File: config.mk
export PLATFORM = sky130hd
export DESIGN_NAME = if_stage
export DESIGN_NICKNAME = d
export VERILOG_FILES = /design/src/rtl/mips_pkg.sv /design/src/rtl/npc_calc.sv /design/src/rtl/if_stage.sv
export SDC_FILE = /design/constraint.sdc
export NUM_CORES = 1
export LEC_CHECK = 0
export CAP_MARGIN = 20
export CORE_MARGIN = 3
export CORE_UTILIZATION = 49
export CTS_CLUSTER_SIZE = 30
export DETAILED_ROUTE_END_ITERATION = 7
export PLACE_DENSITY = 0.8
export SKIP_LAST_GASP = 1
export SYNTH_ARGS = -nofsm -noshare
export SYNTH_HDL_FRONTEND = slang
export SYNTH_SLANG_ARGS = --single-unit
File: constraint.sdc
create_clock -name clk -period 8.3 [get_ports clk]
set_clock_uncertainty 0.2 [all_clocks]
set_input_delay 1.245 -clock clk [delete_from_list [all_inputs] [get_ports clk]]
set_output_delay 1.245 -clock clk [all_outputs]
set_load 0.005 [all_outputs]
File: src/rtl/mips_pkg.sv
// Shared definitions for the MIPS fetch front end.
// Redirect codes, reset defaults and the fetch state encoding.
package mips_pkg;

    localparam logic [1:0] NPC_SEL_NONE = 2'b00;
    localparam logic [1:0] NPC_SEL_BR   = 2'b01;
    localparam logic [1:0] NPC_SEL_J    = 2'b10;
    localparam logic [1:0] NPC_SEL_JR   = 2'b11;

    localparam logic [31:0] RESET_PC = 32'h0000_3000;
    localparam logic [31:0] NOP      = 32'h0000_0000;

    typedef enum logic [1:0] {
        IDLE = 2'd0,
        WAIT = 2'd1,
        HOLD = 2'd2
    } if_state_t;

    // j/jal keep the upper PC region and drop in the word index
    function automatic logic [31:0] jump_addr(
        input logic [31:0] pc,
        input logic [25:0] index
    );
        return {pc[31:28], index, 2'b00};
    endfunction

endpackage

File: src/rtl/npc_calc.sv
// Redirect target selection for the fetch stage.
// Purely combinational; falls back to pc+4 when no redirect.
module npc_calc
    import mips_pkg::*;
(
    input  logic [31:0] pc,
    input  logic [1:0]  npc_sel,
    input  logic [31:0] branch_target,
    input  logic [25:0] jump_index,
    input  logic [31:0] jr_target,
    output logic [31:0] target
);

    always_comb begin
        target = pc + 32'd4;
        unique case (npc_sel)
            NPC_SEL_BR: target = branch_target;
            NPC_SEL_J:  target = jump_addr(pc, jump_index);
            NPC_SEL_JR: target = jr_target;
            default:    target = pc + 32'd4;
        endcase
    end

endmodule

File: src/rtl/if_stage.sv
// Instruction fetch stage: one outstanding request, one-word buffer,
// and a single pending redirect so the delay slot is delivered first.
module if_stage #(
    parameter logic [31:0] RESET_PC = mips_pkg::RESET_PC,
    parameter logic [31:0] NOP      = mips_pkg::NOP
) (
    input  logic        clk,
    input  logic        reset,
    input  logic        stall,
    input  logic [1:0]  npc_sel,
    input  logic [31:0] branch_target,
    input  logic [25:0] jump_index,
    input  logic [31:0] jr_target,
    output logic        im_req,
    output logic [31:0] im_addr,
    input  logic        im_valid,
    input  logic [31:0] im_rdata,
    output logic [31:0] pc,
    output logic [31:0] pc4,
    output logic [31:0] pc8,
    output logic [31:0] instr
);

    import mips_pkg::if_state_t;
    import mips_pkg::IDLE;
    import mips_pkg::WAIT;
    import mips_pkg::HOLD;
    import mips_pkg::NPC_SEL_NONE;

    if_state_t   state;
    if_state_t   state_nx;
    logic [31:0] word_q;
    logic        redir_pend;
    logic [31:0] redir_pc;

    logic        req_c;
    logic        avail;
    logic [31:0] word_c;
    logic        deliver;
    logic        accept;
    logic [31:0] target;
    logic [31:0] pc_nx;
    logic        pend_nx;
    logic [31:0] redir_pc_nx;

    npc_calc u_npc (
        .pc            (pc),
        .npc_sel       (npc_sel),
        .branch_target (branch_target),
        .jump_index    (jump_index),
        .jr_target     (jr_target),
        .target        (target)
    );

    always_comb begin
        state_nx = state;
        req_c    = 1'b0;
        avail    = 1'b0;
        word_c   = NOP;
        unique case (state)
            IDLE: begin
                req_c    = 1'b1;
                state_nx = WAIT;
            end
            WAIT: begin
                if (im_valid) begin
                    avail    = 1'b1;
                    word_c   = im_rdata;
                    state_nx = stall ? HOLD : IDLE;
                end
            end
            HOLD: begin
                avail  = 1'b1;
                word_c = word_q;
                if (!stall) state_nx = IDLE;
            end
            default: state_nx = IDLE;
        endcase
    end

    assign deliver = avail & ~stall;

    // a second redirect while one is pending is a branch in a delay slot
    assign accept = (npc_sel != NPC_SEL_NONE) & ~stall & ~redir_pend;

    always_comb begin
        pc_nx       = pc + 32'd4;
        pend_nx     = redir_pend;
        redir_pc_nx = redir_pc;
        if (redir_pend) begin
            pc_nx = redir_pc;
        end else if (accept) begin
            pc_nx = target;
        end
        if (deliver) begin
            pend_nx     = 1'b0;
            redir_pc_nx = 32'd0;
        end else if (accept) begin
            pend_nx     = 1'b1;
            redir_pc_nx = target;
        end
    end

    always_ff @(posedge clk or posedge reset) begin
        if (reset) begin
            state      <= IDLE;
            pc         <= RESET_PC;
            pc4        <= RESET_PC + 32'd4;
            pc8        <= RESET_PC + 32'd8;
            redir_pend <= 1'b0;
            redir_pc   <= 32'd0;
            word_q     <= NOP;
        end else begin
            state      <= state_nx;
            redir_pend <= pend_nx;
            redir_pc   <= redir_pc_nx;
            if (deliver) begin
                pc  <= pc_nx;
                pc4 <= pc_nx + 32'd4;
                pc8 <= pc_nx + 32'd8;
            end
            if (state == WAIT && im_valid && stall) begin
                word_q <= im_rdata;
            end else if (state == HOLD && !stall) begin
                word_q <= NOP;
            end
        end
    end

    assign im_req  = req_c & ~reset;
    assign im_addr = pc;
    assign instr   = reset ? NOP : word_c;

endmodule
; After elaboration in Yosys (flattened, before gate mapping)
; Cells that the tools add are included.
[totals]
input_bits = 128
regBits = 163
elab_cells = 52
[op_classes]
add_sub_neg = 3
n_eq_ne = 7
n_mux = 19
n_reduce_logical = 9
n_bitwise = 7
[op_table]
columns = op, count
row1 = two-way mux 32 bit, 8
row2 = case mux 32 bit (3 select lines), 1
row3 = adder 32 x 3 -> 32 bit (second input constant), 2
row4 = case mux 32 bit (2 select lines), 1
row5 = adder 32 x 4 -> 32 bit (second input constant), 1
row6 = == test 2 bit (second input constant), 3
row7 = two-way mux 2 bit, 3
row8 = case mux 2 bit (3 select lines), 1
row9 = nonzero test 2 bit, 3
row10 = AND 1 bit, 4
row11 = == test 2 x 1 -> 1 bit (second input constant), 2
row12 = two-way mux 1 bit, 4
row13 = inequality test 2 bit (second input constant), 2
row14 = logical AND 1 bit, 3
row15 = NOT 1 bit, 3
row16 = zero test 2 bit, 1
row17 = case mux 1 bit (2 select lines), 1
row18 = AND reduction 2 bit, 1
row19 = zero test 1 bit, 1

; Longest topological paths before layout
; Gate-level depths: netlist (run 1).
[depth]
depth_word = 6
depth_mapped = 14
mapped_depth_nobuf = 11

; By module
; A second synthesis (run 1) with hierarchy kept.
[hier_totals]
cells_unflattened = 1173
area_unflattened_um2 = 10279.9
[modules_own_cells]
columns = mod, cells_per_inst, n_inst, area_per_inst_um2
row1 = if_stage, 1015, 1, 8849.7
row2 = npc_calc, 158, 1, 1430.1

; Worst setup path before layout (run 1)
; No wires, ideal clock.
[synth_timing]
path_type = input to output
start = input reset
end = output instr[10]
setup_slack_ns = 1.355
required_ns = 6.855
cell_stages = 4
t_arrival_ns = 5.500
cell_sequence = inv_1 -> nand2_1 -> clkbuf_1 -> nor2_1
[synth_between]
elab_chain_len = 1
[synth_rtl]
columns = element, line
row1 = from (decl), if_stage.sv:8  ; input logic reset,
row2 = two-way mux 32 bit, if_stage.sv:132  ; assign instr = reset ? NOP : word_c;
row3 = to (decl), if_stage.sv:21  ; output logic [31:0] instr
; Every way passes these cells.

; Worst setup path in the final report (run 1)
[layout_timing]
start = input stall
end = register pc4[23]
[layout_between]
elab_chain_len = 6
elab_cells_between_ends = 7
cone_classes = 1 x add/sub / 2 x mux / 4 x bitwise
[layout_rtl]
columns = element, line
row1 = from (decl), if_stage.sv:9  ; input logic stall,
row2 = NOT 1 bit (*), "if_stage.sv:81, if_stage.sv:84"
row3 = AND 1 bit (2 in series), if_stage.sv:84  ; assign accept = (npc_sel != NPC_SEL_NONE) & ~stall & ~redir_pend;
row4 = two-way mux 32 bit, if_stage.sv:92  ; end else if (accept) begin
row5 = two-way mux 32 bit, if_stage.sv:90  ; if (redir_pend) begin
row6 = adder 32 x 3 -> 32 bit, if_stage.sv:119  ; pc4 <= pc_nx + 32'd4;
row7 = to (signal assigned), if_stage.sv:108  ; pc4 <= RESET_PC + 32'd4;
row8 = to (signal assigned), if_stage.sv:119
row9 = to (decl), if_stage.sv:19  ; output logic [31:0] pc4,
; Every way passes the cells marked *; elsewhere a longest branch is shown, timed or not.
; A chain may end at the register's enable or synchronous reset.

==> results.json, run 1 <==
{
  "status": "finished clean",
  "n_antenna_cell": 0,
  "synthCells": 1107,
  "clkLatencyLatePin_ns": 0.43,
  "crit_chain": "clkdlybuf4s50_1 -> o21ba_1 -> nor2_1 -> buf_4 -> a211o_1 -> nor4_4 -> nand4b_1 -> or3_1 -> a221o_1",
  "vias": 9821,
  "hold_class": "flop to flop",
  "hold_viol_final": 0,
  "hold_buffers": 0,
  "rows": 51,
  "startpoint": "stall",
  "syn_nets": 1241,
  "die_y_um": 148,
  "path_depth": 9,
  "drt_first_pass_iters": 6,
  "final.min_clock_period_ns": 5.45,
  "finalNetCount": 1446,
  "avgViaCountPerCell": 6.18,
  "cts_made_buffers": 17,
  "portBuffers": 288,
  "period_share_pct": 65.6,
  "vdd_drop_max_mv": 0.160,
  "ys.flop_type": "dfrtp_1",
  "grt_pass1_wl_mm": 50.7,
  "setup_viol": 0,
  "worst_hold_slack_ns": 0.281,
  "drt_wl_total_mm": 32.4,
  "fp.dieW_um": 148,
  "synth.most_common_cell": "dfrtp_1",
  "netlist_top_cells_area": "dfrtp_1, nand2_1, a22o_1, o21ai_0, nor2_1",
  "core_area_um2": 19600,
  "synth_cell_types": 80,
  "dieArea_um2": 21900,
  "io_pins": 289,
  "initial_core_util_pct": 50.3,
  "drv_cap": 0,
  "finalSetupTns_ns": 0,
  "syn_area_per_cell_um2": 8.91,
  "hpwl_mm": 23.4,
  "cp-start-kind": "input pin",
  "r2r_cells": 8,
  "fmaxAchievable_ghz": 0.184,
  "gp_congestion": 0.918,
  "r2r-start": "im_addr[9]",
  "grt_overflow_total": 0,
  "crit_path_end_kind": "flop",
  "cts_buffer_depth": 2,
  "cp_num_buf_inv": 2,
  "ys_warn_count": 0,
  "final_max_slew_viol_count": 0,
  "cts_sinks": 158,
  "synth_top_cell_by_area": "dfrtp_1",
  "crit_family": "simple AND/OR/NAND/NOR gates",
  "netlist_area_um2": 9860,
  "synth_commonest_cells": "dfrtp_1, nand2_1, nor2_1, o21ai_0, clkbuf_1",
  "critPathMaxStageDelay_ns": 0.88,
  "yosysSeqAreaShare_pct": 40.2,
  "drive_above_1_share_pct": 7.77,
  "syn_to_final_growth_pct": 33.8,
  "power_density_nw_per_um2": 329,
  "ant_nets": 0,
  "post_cts_buffers": 0,
  "slowest_stage": "o21ba_1",
  "cts_tree": "yes",
  "hold_depth": 2,
  "critPathArrivalTime_ns": 5.56,
  "clockRootBuffer": "clkbuf_16",
  "grt_start_max_net_pins": 97,
  "worstHoldStart": "pc8[28]",
  "drcViolationCount": 0,
  "clk_pin_slew_ns": 0.06,
  "power_uw": 4340,
  "worstMarginPinSlew_ns": 1.07,
  "post_cts_resized": 0,
  "ys_async_sr_fraction_pct": 100,
  "required_ns": 8.41,
  "antenna_found_initial": 0,
  "slew_headroom_pct": 28.3,
  "cp_max_fo": 19,
  "dp.cells": 1555,
  "grt_pass1_vias": 9313,
  "routedWlPerCell_um": 20.4,
  "fillers": 1591,
  "worst-setup-path-type": "input pin to flop",
  "drtIter0Drc": 1086,
  "ys_seq_elements": 158,
  "h-tree-depth": 4,
  "p_leak_uw": 0.00528,
  "grt_setup_unrepaired": "no",
  "instances_no_fill": 1590,
  "synth_edf_count": 0,
  "yosysTopAreaCellShare_pct": 38.1,
  "grt_use_total_pct": 28.9
}
## state kept, by name, summed over array words and instances (netlist names)
signal,flops
im_addr,32
redir_pc,32
word_q,32
pc4,30
pc8,29
state,2
redir_pend,1
## per-layer routing
| layer | up-vias | GRT usage (%) | wire [um] |
|---|---|---|---|
| li1 | 4462 | - | - |
| met1 | 4672 | 39.7 | 13100 |
| met2 | 618 | 45.3 | 14900 |
| met3 | 69 | 7.91 | 3550 |
| met4 | 0 | 8.64 | 747 |
| met5 | - | 0 | 0 |
## worst paths after layout
check | to | slack (ns)
min in group asynchronous | word_q[10] | 1.13
worst min register to register | pc8[28] | 0.28
worst max-delay path | pc4[23] | 2.85
max in group asynchronous | pc4[13] | 5.61
worst min-delay path | pc8[28] | 0.28
worst max register to register | pc4[23] | 3.94
## per-stage QoR
step	cell area, um2	worst slack [ns]	utilization, %
after floorplan	9860	1.36	-
after global placement	12600	2.65	64.1
after detailed placement	12600	2.57	64.1
after CTS	13100	2.80	67.0
after global routing	13200	2.70	67.3
final	13200	2.85	67.3
## cell usage in the layout (no fill, tap or decap), drive strengths merged, types with 25 or more instances in the layout
cell,synthesis,routed
xnor2,25,25
nand3,50,50
a22o,53,53
a21oi,30,30
dfrtp,150,150
nor2,94,94
a22oi,45,45
clkdlybuf4s50,0,286
o21ai,73,73
nand2,146,146
## final cells by class
cell class,instances,area [um2],area share (%)
timing repair buffer,307,3060,23.2
multi-input combinational,812,5200,39.4
clock inverter,13,129,0.977
tap,265,332,2.51
clock buffer,19,443,3.36
sequential,158,3960,30.0
inverter,16,65.1,0.493
## worst reg2reg max path: stages, from the launching register on
cell and delay [ns]:
dfrtp_1 0.60, nand3_1 0.24, or4_4 0.60, nor4b_4 0.15
a211o_4 0.39, nor4_4 0.63, nand4b_1 0.55, or3_1 0.56
a221o_1 0.33
## report_power, final
group / switching, uW / total (uW) / internal (uW)
sequential: 341 / 1450 / 1110
combinational: 1070 / 2110 / 1050
clock: 344 / 771 / 427
## kinds of logic (layout without fill, tap and decap cells)
family | count (synthesis) | after routing | synth area share (%)
AND/OR/NAND/NOR | 428 | 428 | 22.3
AO/OA/AOI/OAI | 306 | 306 | 22.5
flip-flops | 158 | 158 | 40.2
buffers and inverters | 137 | 355 | 7.17
XOR/XNOR | 38 | 38 | 3.38
multiplexers | 34 | 34 | 3.76
adder cells (fa/ha/maj) | 6 | 6 | 0.761
(Power assumes the default switching activity.)
==> inputs of run 2 (changes only) <==
clock period = 5.6 ns   (was 8.3 ns; I/O delays follow)
==> run 2 against run 1 <==
- clock-buffer cell count down 1
- core utilization increased by 0.37 points
- sequential power is 48% higher
- total power is 49% higher
- via count fell by 0.98%
- cell count up 0.57%
- clock power up 54%
- first-iteration DRC count is 6.4% lower
- register-to-register slack lost 2.5 ns
- flip-flop and latch count is the same
- largest cell class unchanged
- largest power group unchanged
==> results.json, run 2 (synthesized netlist as in run 1, its figures left out) <==
{
  "routedWlPerCell_um": 20.1,
  "cp_max_fo": 19,
  "grt_setup_unrepaired": "no",
  "vdd_drop_max_mv": 0.287,
  "power_density_nw_per_um2": 489,
  "clockRootBuffer": "clkbuf_16",
  "worstMarginPinSlew_ns": 0.997,
  "fp.dieW_um": 148,
  "hold_depth": 2,
  "rows": 51,
  "finalNetCount": 1455,
  "io_pins": 289,
  "worst-setup-path-type": "input pin to flop",
  "syn_to_final_growth_pct": 34.5,
  "drcViolationCount": 0,
  "p_comb_share_pct": 48.5,
  "hold_buffers": 0,
  "required_ns": 5.71,
  "worstHoldStart": "pc8[10]",
  "critPathMaxStageDelay_ns": 0.74,
  "portBuffers": 288,
  "holdPathEnd": "pc8[10]",
  "cts_buffer_depth": 2,
  "p_sw_share_pct": 40.1,
  "gp_congestion": 0.935,
  "drt_first_pass_iters": 5,
  "p_sw_uw": 2600,
  "vias": 9725,
  "grt_pass1_vias": 9193,
  "hold_viol_final": 0,
  "p_int_uw": 3880,
  "slew_headroom_pct": 33.3,
  "p_leak_uw": 0.00533,
  "cts_tree": "yes",
  "drt_wl_total_mm": 32.1,
  "dp.cells": 1566,
  "mostFrequentLayoutCells": "clkdlybuf4s50_1, dfrtp_1, nand2_1",
  "grt_pass1_wl_mm": 50.5,
  "cts_sinks": 158,
  "grt_start_max_net_pins": 112,
  "initial_core_util_pct": 50.3,
  "cp-start-kind": "input pin",
  "crit_chain": "clkdlybuf4s50_1 -> o21bai_4 -> a211oi_1 -> o21ai_1 -> ha_1 -> inv_1 -> or3b_4 -> nor3_4 -> nand3_2 -> or3_1 -> a221o_1",
  "instances_no_fill": 1599,
  "drv_cap": 0,
  "post_cts_buffers": 0,
  "n_antenna_cell": 0,
  "clkLatencyLatePin_ns": 0.44,
  "final_common_cell": "clkdlybuf4s50_1",
  "status": "finished clean",
  "fmaxAchievable_ghz": 0.219,
  "final.min_clock_period_ns": 4.57,
  "clkPwrFrac_pct": 18.3,
  "r2r-end": "pc4[23]",
  "hpwl_mm": 23.9,
  "cts_made_buffers": 17,
  "avgViaCountPerCell": 6.08,
  "post_cts_resized": 0,
  "crit_path_end_kind": "flop",
  "period_share_pct": 81.6,
  "finalSetupTns_ns": 0,
  "ant_nets": 0,
  "final_max_slew_viol_count": 0,
  "drive_above_1_share_pct": 8.47,
  "core_area_um2": 19600,
  "drtIter0Drc": 1016,
  "r2r_slack_ns": 1.48,
  "setup_viol": 0,
  "grt_overflow_total": 0,
  "critPathArrivalTime_ns": 4.68,
  "hold_class": "flop to flop",
  "clk_pin_slew_ns": 0.06,
  "power_uw": 6480,
  "r2r_cells": 11,
  "dieArea_um2": 21900,
  "grt_use_total_pct": 28.8,
  "h-tree-depth": 4,
  "antenna_found_initial": 0,
  "die_y_um": 148,
  "slowest_stage": "clkdlybuf4s50_1",
  "p_seq_share_pct": 33.2,
  "r2r-start": "im_addr[2]"
}
-- run 2: power groups by stage --
stage                     clock (uW)  sequential, uW  combinational [uW]
final                           1190            2150                3140
after global placement             0            2140                3030
after floorplan                    0            2010                1830
after CTS                       1190            2140                3110
after detailed placement           0            2150                3100
after global routing            1250            2220                3400
-- run 2: worst max-delay path, delay by kind of cell --
| family | cells | cell delay [ns] |
|---|---|---|
| and+or+nand+nor | 4 | 1.49 |
| buffers and inverters | 2 | 0.80 |
| adders and majority gates | 1 | 0.30 |
| AOI/OAI and AO/OA | 4 | 1.22 |
-- run 2: through the flow --
step	cell area (um2)	hold slack (ns)	setup WS, ns	util (%)
2_1_floorplan	9860	0.250	0.600	-
3_3_place_gp	12600	0.261	0.834	64.5
3_5_place_dp	12600	0.270	0.694	64.5
4_1_cts	13200	0.281	1.11	67.6
5_1_grt	13300	0.308	0.845	67.7
6_report	13300	0.277	1.03	67.7
-- run 2: worst max path at each step --
stage	slack, ns	endpoint	startpoint
CTS	1.11	pc4[23]	stall
detailed placement	0.69	pc4[23]	stall
finish	1.03	pc4[23]	stall
floorplan	0.60	instr[10]	reset
global placement	0.83	pc4[23]	stall
global route	0.85	pc4[23]	stall
-- run 2: cell type report --
class | instances | area [um2]
Clock buffer | 18 | 439
Clock inverter | 14 | 159
Fill cell | 1580 | 6330
Inverter | 16 | 63.8
Multi-Input combinational cell | 812 | 5200
Sequential cell | 158 | 3960
Tap cell | 265 | 332
Timing Repair Buffer | 316 | 3100
-- run 2: layer usage --
metal / wire length (um) / track usage (%) / vias up
li1: - / - / 4463
met1: 13600 / 40.5 / 4657
met2: 14700 / 44.5 / 559
met3: 3190 / 7.39 / 46
met4: 599 / 8.41 / 0
met5: 0 / 0 / -
==> inputs of run 3 (changes only) <==
clock period = 4.8 ns   (was 5.6 ns; I/O delays follow)
==> run 3 against run 2 <==
- sequential power up 17%
- critical path depth stayed put
- worst hold slack improved by 0.0031 ns
- first-iteration DRC count down 12%
- sequential share of layout area fell by 0.26 points
- cell area rose by 0.89%
- die area is the same
==> results.json, run 3 (synthesized netlist as in run 1, its figures left out) <==
{
  "setup_viol": 0,
  "clkPwrFrac_pct": 17.7,
  "cts_made_buffers": 17,
  "critPathMaxStageDelay_ns": 0.56,
  "antenna_found_initial": 0,
  "grt_start_max_net_pins": 90,
  "grt_overflow_total": 0,
  "drt_wl_total_mm": 32.8,
  "grt_setup_unrepaired": "no",
  "clockRootBuffer": "clkbuf_16",
  "slew_headroom_pct": 30.5,
  "cts_tree": "yes",
  "crit_family": "simple AND/OR/NAND/NOR gates",
  "final.min_clock_period_ns": 3.92,
  "cp-start-kind": "input pin",
  "finalSetupTns_ns": 0,
  "cp_num_buf_inv": 3,
  "crit_chain": "clkdlybuf4s50_1 -> o21bai_4 -> nor2_2 -> buf_4 -> a22o_1 -> or3_1 -> a211oi_1 -> buf_4 -> nand2_1 -> or3_1 -> a221o_1",
  "syn_to_final_growth_pct": 35.7,
  "post_cts_resized": 0,
  "groute.layer.met3.usage_pct": 7.69,
  "grt_pass1_wl_mm": 51.5,
  "vdd_drop_max_mv": 0.292,
  "grt_pass1_vias": 9409,
  "n_antenna_cell": 0,
  "required_ns": 4.91,
  "met2_usage_pct": 46.7,
  "drv_cap": 0,
  "hold_class": "flop to flop",
  "fmaxAchievable_ghz": 0.255,
  "fin_util_pct": 68.3,
  "hpwl_mm": 24.9,
  "drcViolationCount": 0,
  "die_y_um": 148,
  "p_sw_uw": 3100,
  "cts_buffer_depth": 2,
  "use_met1_pct": 40.6,
  "worstMarginPinSlew_ns": 1.04,
  "drtIter0Drc": 893,
  "rows": 51,
  "cp_max_fo": 19,
  "clk_pin_slew_ns": 0.07,
  "power_density_nw_per_um2": 569,
  "dieArea_um2": 21900,
  "cts_sinks": 158,
  "status": "finished clean",
  "portBuffers": 288,
  "final_common_cell": "clkdlybuf4s50_1",
  "finalNetCount": 1474,
  "drt_first_pass_iters": 7,
  "routedWlPerCell_um": 20.3,
  "vias": 9800,
  "place_ws_ns": 0.471,
  "crit_path_end_kind": "flop",
  "final_max_slew_viol_count": 0,
  "slowest_stage": "or3_1",
  "drive_above_1_share_pct": 9.76,
  "post_cts_buffers": 0,
  "core_area_um2": 19600,
  "p_comb_share_pct": 49.1,
  "h-tree-depth": 4,
  "period_share_pct": 81.7,
  "critPathArrivalTime_ns": 4.03,
  "p_int_uw": 4520,
  "hold_buffers": 0,
  "p_sw_share_pct": 40.7,
  "gp_congestion": 0.916,
  "mostFrequentLayoutCells": "clkdlybuf4s50_1, dfrtp_1, nand2_1",
  "p_seq_share_pct": 33.1,
  "initial_core_util_pct": 50.3,
  "grt_use_total_pct": 29.4,
  "worst_slack_ns": 0.880,
  "hold_viol_final": 0,
  "p_leak_uw": 0.00541,
  "clkLatencyLatePin_ns": 0.43,
  "worst-setup-path-type": "input pin to flop",
  "fp.dieW_um": 148,
  "avgViaCountPerCell": 6.06,
  "io_pins": 289,
  "final_area_um2": 13400,
  "busiest_layer": "met2",
  "ant_nets": 0,
  "placed_area_um2": 12800
}
run 3: path summary, 6_finish.rpt:
check	start	to	slack, ns	depth (start not counted)
worst min register to register	pc4[3]	pc4[3]	0.28	2
min in group asynchronous	reset	word_q[31]	0.78	3
max in group asynchronous	reset	im_addr[12]	2.28	5
worst min-delay path	pc4[3]	pc4[3]	0.28	2
worst max register to register	im_addr[2]	pc4[23]	0.92	9
worst max-delay path	stall	pc4[24]	0.88	11
run 3: worst register-to-register path, delay by kind of cell (launching register included):
| kind | cells | cell delay, ns |
|---|---|---|
| AND/OR/NAND/NOR | 5 | 1.80 |
| XOR/XNOR | 1 | 0.16 |
| flip-flops | 1 | 0.57 |
| adder cells (fa/ha/maj) | 1 | 0.28 |
| AO/OA/AOI/OAI | 2 | 0.76 |
run 3: per-stage QoR:
step / power, uW / hold WS (ns) / std cells
floorplan: 4480 / 0.250 / 1107
global placement: 6100 / 0.261 / 1585
detailed placement: 6220 / 0.268 / 1585
CTS: 7590 / 0.284 / 1617
global route: 8080 / 0.292 / 1618
finish: 7610 / 0.280 / 1618
run 3: per-layer routing:
metal  wire, um  up-vias
li1           -     4518
met4        577        0
met2      15100      535
met5          0        -
met1      13600     4698
met3       3510       49
run 3: power groups by stage:
stage,registers (uW),logic [uW],clock network (uW)
global placement,2500,3600,0
detailed placement,2520,3700,0
global route,2600,4060,1420
finish,2520,3740,1350
CTS,2510,3720,1360
floorplan,2340,2130,0
run 3: final cells by class:
cell class / count / area, um2
Timing Repair Buffer: 335 / 3250
Sequential cell: 158 / 3960
Fill cell: 1565 / 6210
Clock inverter: 15 / 148
Tap cell: 265 / 332
Inverter: 16 / 63.8
Clock buffer: 17 / 425
Multi-Input combinational cell: 812 / 5200
==> patch 1 (flow settings as in run 1) <==
Register the inputs `branch_target` and `jr_target` before use. The logic sees them one clock later. The other inputs are not delayed to match.
--- a/src/rtl/if_stage.sv
+++ b/src/rtl/if_stage.sv
@@ -29,2 +29,10 @@
 
+    logic [31:0] branch_target_q;
+    logic [31:0] jr_target_q;
+
+    always_ff @(posedge clk) begin
+        branch_target_q <= branch_target;
+        jr_target_q     <= jr_target;
+    end
+
     if_state_t   state;
@@ -48,5 +56,5 @@
         .npc_sel       (npc_sel),
-        .branch_target (branch_target),
+        .branch_target (branch_target_q),
         .jump_index    (jump_index),
-        .jr_target     (jr_target),
+        .jr_target     (jr_target_q),
         .target        (target)
Check against the original RTL: not equivalent (a bounded check fails within 4 cycles, from zero or initial values and one cycle with reset high).
==> patch 1 against run 1 <==
Combinational power down 2%; area after synthesis up 13%; global-route usage down 1.6 points; design area up 11%; first-iteration DRC count down 3.4%; sequential cell count up 64; sequential power up 25%; highest routed layer unchanged; largest power group unchanged; via count up 3.0%; worst setup slack worse by 0.10 ns; routed wire length up 5.8%; total power up 14%; count of clock-buffer cells in the layout up 16.
==> patch 1: results (changes against run 1) <==
Global route
  – Largest net degree at the start of global routing: 92 (was 97)
  – First-pass GRT wire length: 53,700 µm (was 50,700 µm)
  – Grt met1 use: 37.5% (was 39.7%)
  – Vias in the first global route: 9,668 (was 9,313)
  – Met3 global-route usage: 6.55% (was 7.91%)
  – Grt met2 use: 43.4% (was 45.3%)

Hold path
  – Hold_sp: pc4[12]$_DFFE_PP1P_ (was pc8[28]$_DFFE_PP0P_)

Route
  – Wire length on met2: 15,900 µm (was 14,900 µm)
  – Final wirelength: 34,300 µm (was 32,400 µm)
  – Vias per cell: 6.05 (was 6.18)
  – Vias: 10.1k (was 9,821)
  – DR iter-0 viols: 1,049 (was 1,086)
  – WL met3: 3260 µm (was 3550 µm)
  – First-pass DRT Iterations: 5 (was 6)

Logic synthesis
  – Sequential area share after synthesis: 47.2% (was 40.2%)
  – Multiplexer share of the synthesized area: 4.02% (was 3.76%)
  – Post-synthesis compound-gate area fraction: 20.0% (was 22.5%)
  – Avg Inst Size Synth: 9.54 µm² (was 8.91 µm²)
  – Post-Synth XOR/XNOR Area: 3.07% (was 3.38%)
  – Synth top cells by count: 150 x dfrtp_1, 136 x nand2_1, 88 x nor2_1 (was 150 x dfrtp_1, 146 x nand2_1, 94 x nor2_1)
  – Post-synth ARST share: 71.2% (was 100%)
  – Synth Net Count: 1,299 (was 1,241)

Clock network
  – TritonCTS Sinks: 222 (was 158)
  – CTS H-Tree Depth: 1 (was 4)
  – Clock Tree Buf Depth: 3 (was 2)
  – Number of buffers created by CTS: 24 (was 17)
  – Clk_lat worst skew: 0.52 ns (was 0.43 ns)

Placement
  – Dpl cell area: 13,800 µm² (was 12,600 µm²)
  – DP Worst Slack: 2.30 ns (was 2.57 ns)
  – GP Congestion: 0.946 (was 0.918)
  – Final HPWL DP: 24,600 µm (was 23,400 µm)

Cells and area
  – Post-layout net count: 1,508 (was 1,446)
  – Layout cell share with drive strength beyond 1: 7.69% (was 7.77%)
  – Clock buffer count: 35 (was 19)
  – Buffering overhead: 20.7% (was 23.2%)
  – ClkCell Share: 5.55% (was 4.33%)
  – Fill cell count: 1,746 (was 1,591)
  – Non-clk bufs: 303 (was 307)

Setup path
  – Max incr delay on CP: 0.77 ns (was 0.88 ns)
  – Critical Path Start: npc_sel[0] (was stall)
  – Crit path arrival time: 5.75 ns (was 5.56 ns)
  – Worst reg2reg path startpoint: redir_pend$_DFFE_PP0P_ (was im_addr[9]$_DFFE_PP0P_)
  – Worst-path maximum fanout: 17 (was 19)
  – CP max stage cell: clkdlybuf4s50_1 (was o21ba_1)

STA
  – Tightest Pin Transition: 0.994 ns (was 1.07 ns)

Power
  – Pleak: 5.97 nW (was 5.28 nW)
  – Worst IR Drop VDD: 0.161 mV (was 0.160 mV)

Outcome
  – Status: completed (unchanged)
patch 1: cell types whose count changed after synthesis, sizes merged, moves of 5 or more:
cell	change
a211oi	-5
mux2i	+11
nor2b	+5
nand2	-9
o31ai	+6
nand3	-8
o211ai	-6
dfxtp	+64
nor2	-5
nand4	+7
patch 1: worst paths after layout:
| kind | cells after the start | end | slack, ns |
|---|---|---|---|
| max | 10 | pc8[27]$_DFFE_PP0P_ | 2.75 |
| min | 2 | pc4[12]$_DFFE_PP1P_ | 0.28 |
| max reg2reg | 9 | pc4[30]$_DFFE_PP0P_ | 3.44 |
| min reg2reg | 2 | pc4[12]$_DFFE_PP1P_ | 0.28 |
| max in group asynchronous | 3 | pc4[8]$_DFFE_PP0P_ | 5.36 |
| min in group asynchronous | 2 | word_q[30]$_DFFE_PP0P_ | 1.07 |
patch 1: where the power goes:
part           switching (mW)  leakage, nW  internal (mW)  total (mW)
Combinational            1.03         3.01           1.02        2.06
Sequential              0.370         2.56           1.44        1.81
Clock                   0.437        0.406          0.659        1.10
==> patch 2 (settings of run 1) <==
Made on the original files. Make the reset (`reset`) synchronous in one clocked block.
--- a/src/rtl/if_stage.sv
+++ b/src/rtl/if_stage.sv
@@ -103,3 +103,3 @@
 
-    always_ff @(posedge clk or posedge reset) begin
+    always_ff @(posedge clk) begin
         if (reset) begin
Check against the original RTL: differs if reset is asserted again (counterexample within 4 cycles, from zero or initial values and one cycle with reset high); with reset held inactive, the same outputs for 4 cycles.
==> patch 2 against run 1 <==
Register-to-register slack got worse by 0.52 ns; highest routed layer unchanged; sequential cell count unchanged; worst setup slack got worse by 0.18 ns; maximum frequency decreased by 3.2%; critical path depth increased by 2; design area decreased by 4.9%; non-clock buffer count decreased by 3; via count increased by 1.5%; routed wire length increased by 3.9%; first-iteration DRC count decreased by 2.5%; area after synthesis decreased by 5.2%.
Power is not compared: it rests on default switching activity, and its combinational part moved more than twofold at a synthesized area within 25%.
==> patch 2: results (changes against run 1) <==
Cells and area
  – Buffering overhead: 24.0% (was 23.2%)
  – Fraction of area in multi-input gates: 43.4% (was 39.4%)
  – Layout cell share with drive strength beyond 1: 7.19% (was 7.77%)
  – ClkCell Share: 4.30% (was 4.33%)
  – Final Core Density: 68.4% (was 67.3%)
  – Multi-input gate area: 5440 µm² (was 5200 µm²)
  – Non-clk bufs: 304 (was 307)
  – Post-layout net count: 1,498 (was 1,446)
  – Multi-In Gates: 856 (was 812)

Outcome
  – Status: completed (unchanged)

Setup path
  – CP max stage cell: a211oi_1 (was o21ba_1)
  – Worst reg2reg path startpoint: redir_pend$_SDFFE_PP0N_ (was im_addr[9]$_DFFE_PP0P_)
  – RR Endpoint: pc4[23]$_SDFFE_PP0P_ (was pc4[23]$_DFFE_PP0P_)
  – CP delay by family, top: compound AO/OA/AOI/OAI gates (was simple AND/OR/NAND/NOR gates)
  – Max incr delay on CP: 0.73 ns (was 0.88 ns)

Logic synthesis
  – Mapped Cells: 1,167 (was 1,107)
  – Post-Synth XOR/XNOR Area: 3.56% (was 3.38%)
  – Post-Synth Adder-Cell Area: 0.803% (was 0.762%)
  – Post-synth ARST share: 0% (was 100%)
  – Top-count cell post-synth: nor2_1 (was dfrtp_1)
  – Multiplexer share of the synthesized area: 3.81% (was 3.76%)
  – Area contributors post-synth: dfxtp_1 34%, nor2_1 7.1%, a22oi_1 5.2% (was dfrtp_1 38%, nand2_1 5.6%, a22o_1 4.7%)
  – Unique cell type count in the Yosys netlist: 77 (was 80)

Route
  – Vias per cell: 6.20 (was 6.18)
  – Vias: 9,964 (was 9,821)
  – Wl on met1: 13,600 µm (was 13,100 µm)
  – First-pass DRT Iterations: 5 (was 6)
  – WL met3: 3420 µm (was 3550 µm)

Hold path
  – WHS Endpoint: redir_pc[11]$_SDFFE_PP0N_ (was pc8[28]$_DFFE_PP0P_)
  – Hold_sp: redir_pc[11]$_SDFFE_PP0N_ (was pc8[28]$_DFFE_PP0P_)

Global route
  – Grt met1 use: 41.2% (was 39.7%)
  – Gr usage total: 31.3% (was 28.9%)
  – Grt met2 use: 49.6% (was 45.3%)

Placement
  – Dpl cell area: 12,000 µm² (was 12,600 µm²)
  – Inst Count DP: 1,573 (was 1,555)
  – GP Congestion: 0.994 (was 0.918)
[patch 2: cell types whose count changed in the layout (fill, tap and decap cells not counted), moves of 9 or more]
cell / before / now
a22o_1: 53 / 0
o21ai_0: 71 / 23
inv_1: 13 / 27
nor2_1: 92 / 176
dfrtp_1: 150 / 0
o211ai_1: 11 / 20
nand2_1: 146 / 100
a21oi_1: 29 / 58
a32oi_1: 0 / 11
dfxtp_1: 0 / 158
a22oi_1: 45 / 65
a211oi_1: 12 / 48
nor3_1: 20 / 33
[patch 2: kinds of logic (layout without fill, tap and decap cells)]
logic type | Yosys count | count (layout)
fa+ha+maj | 6 | 6
compound gates | 316 | 316
buf+inv | 153 | 363
flops | 158 | 158
xor+xnor | 38 | 38
mux | 34 | 34
simple gates | 462 | 462
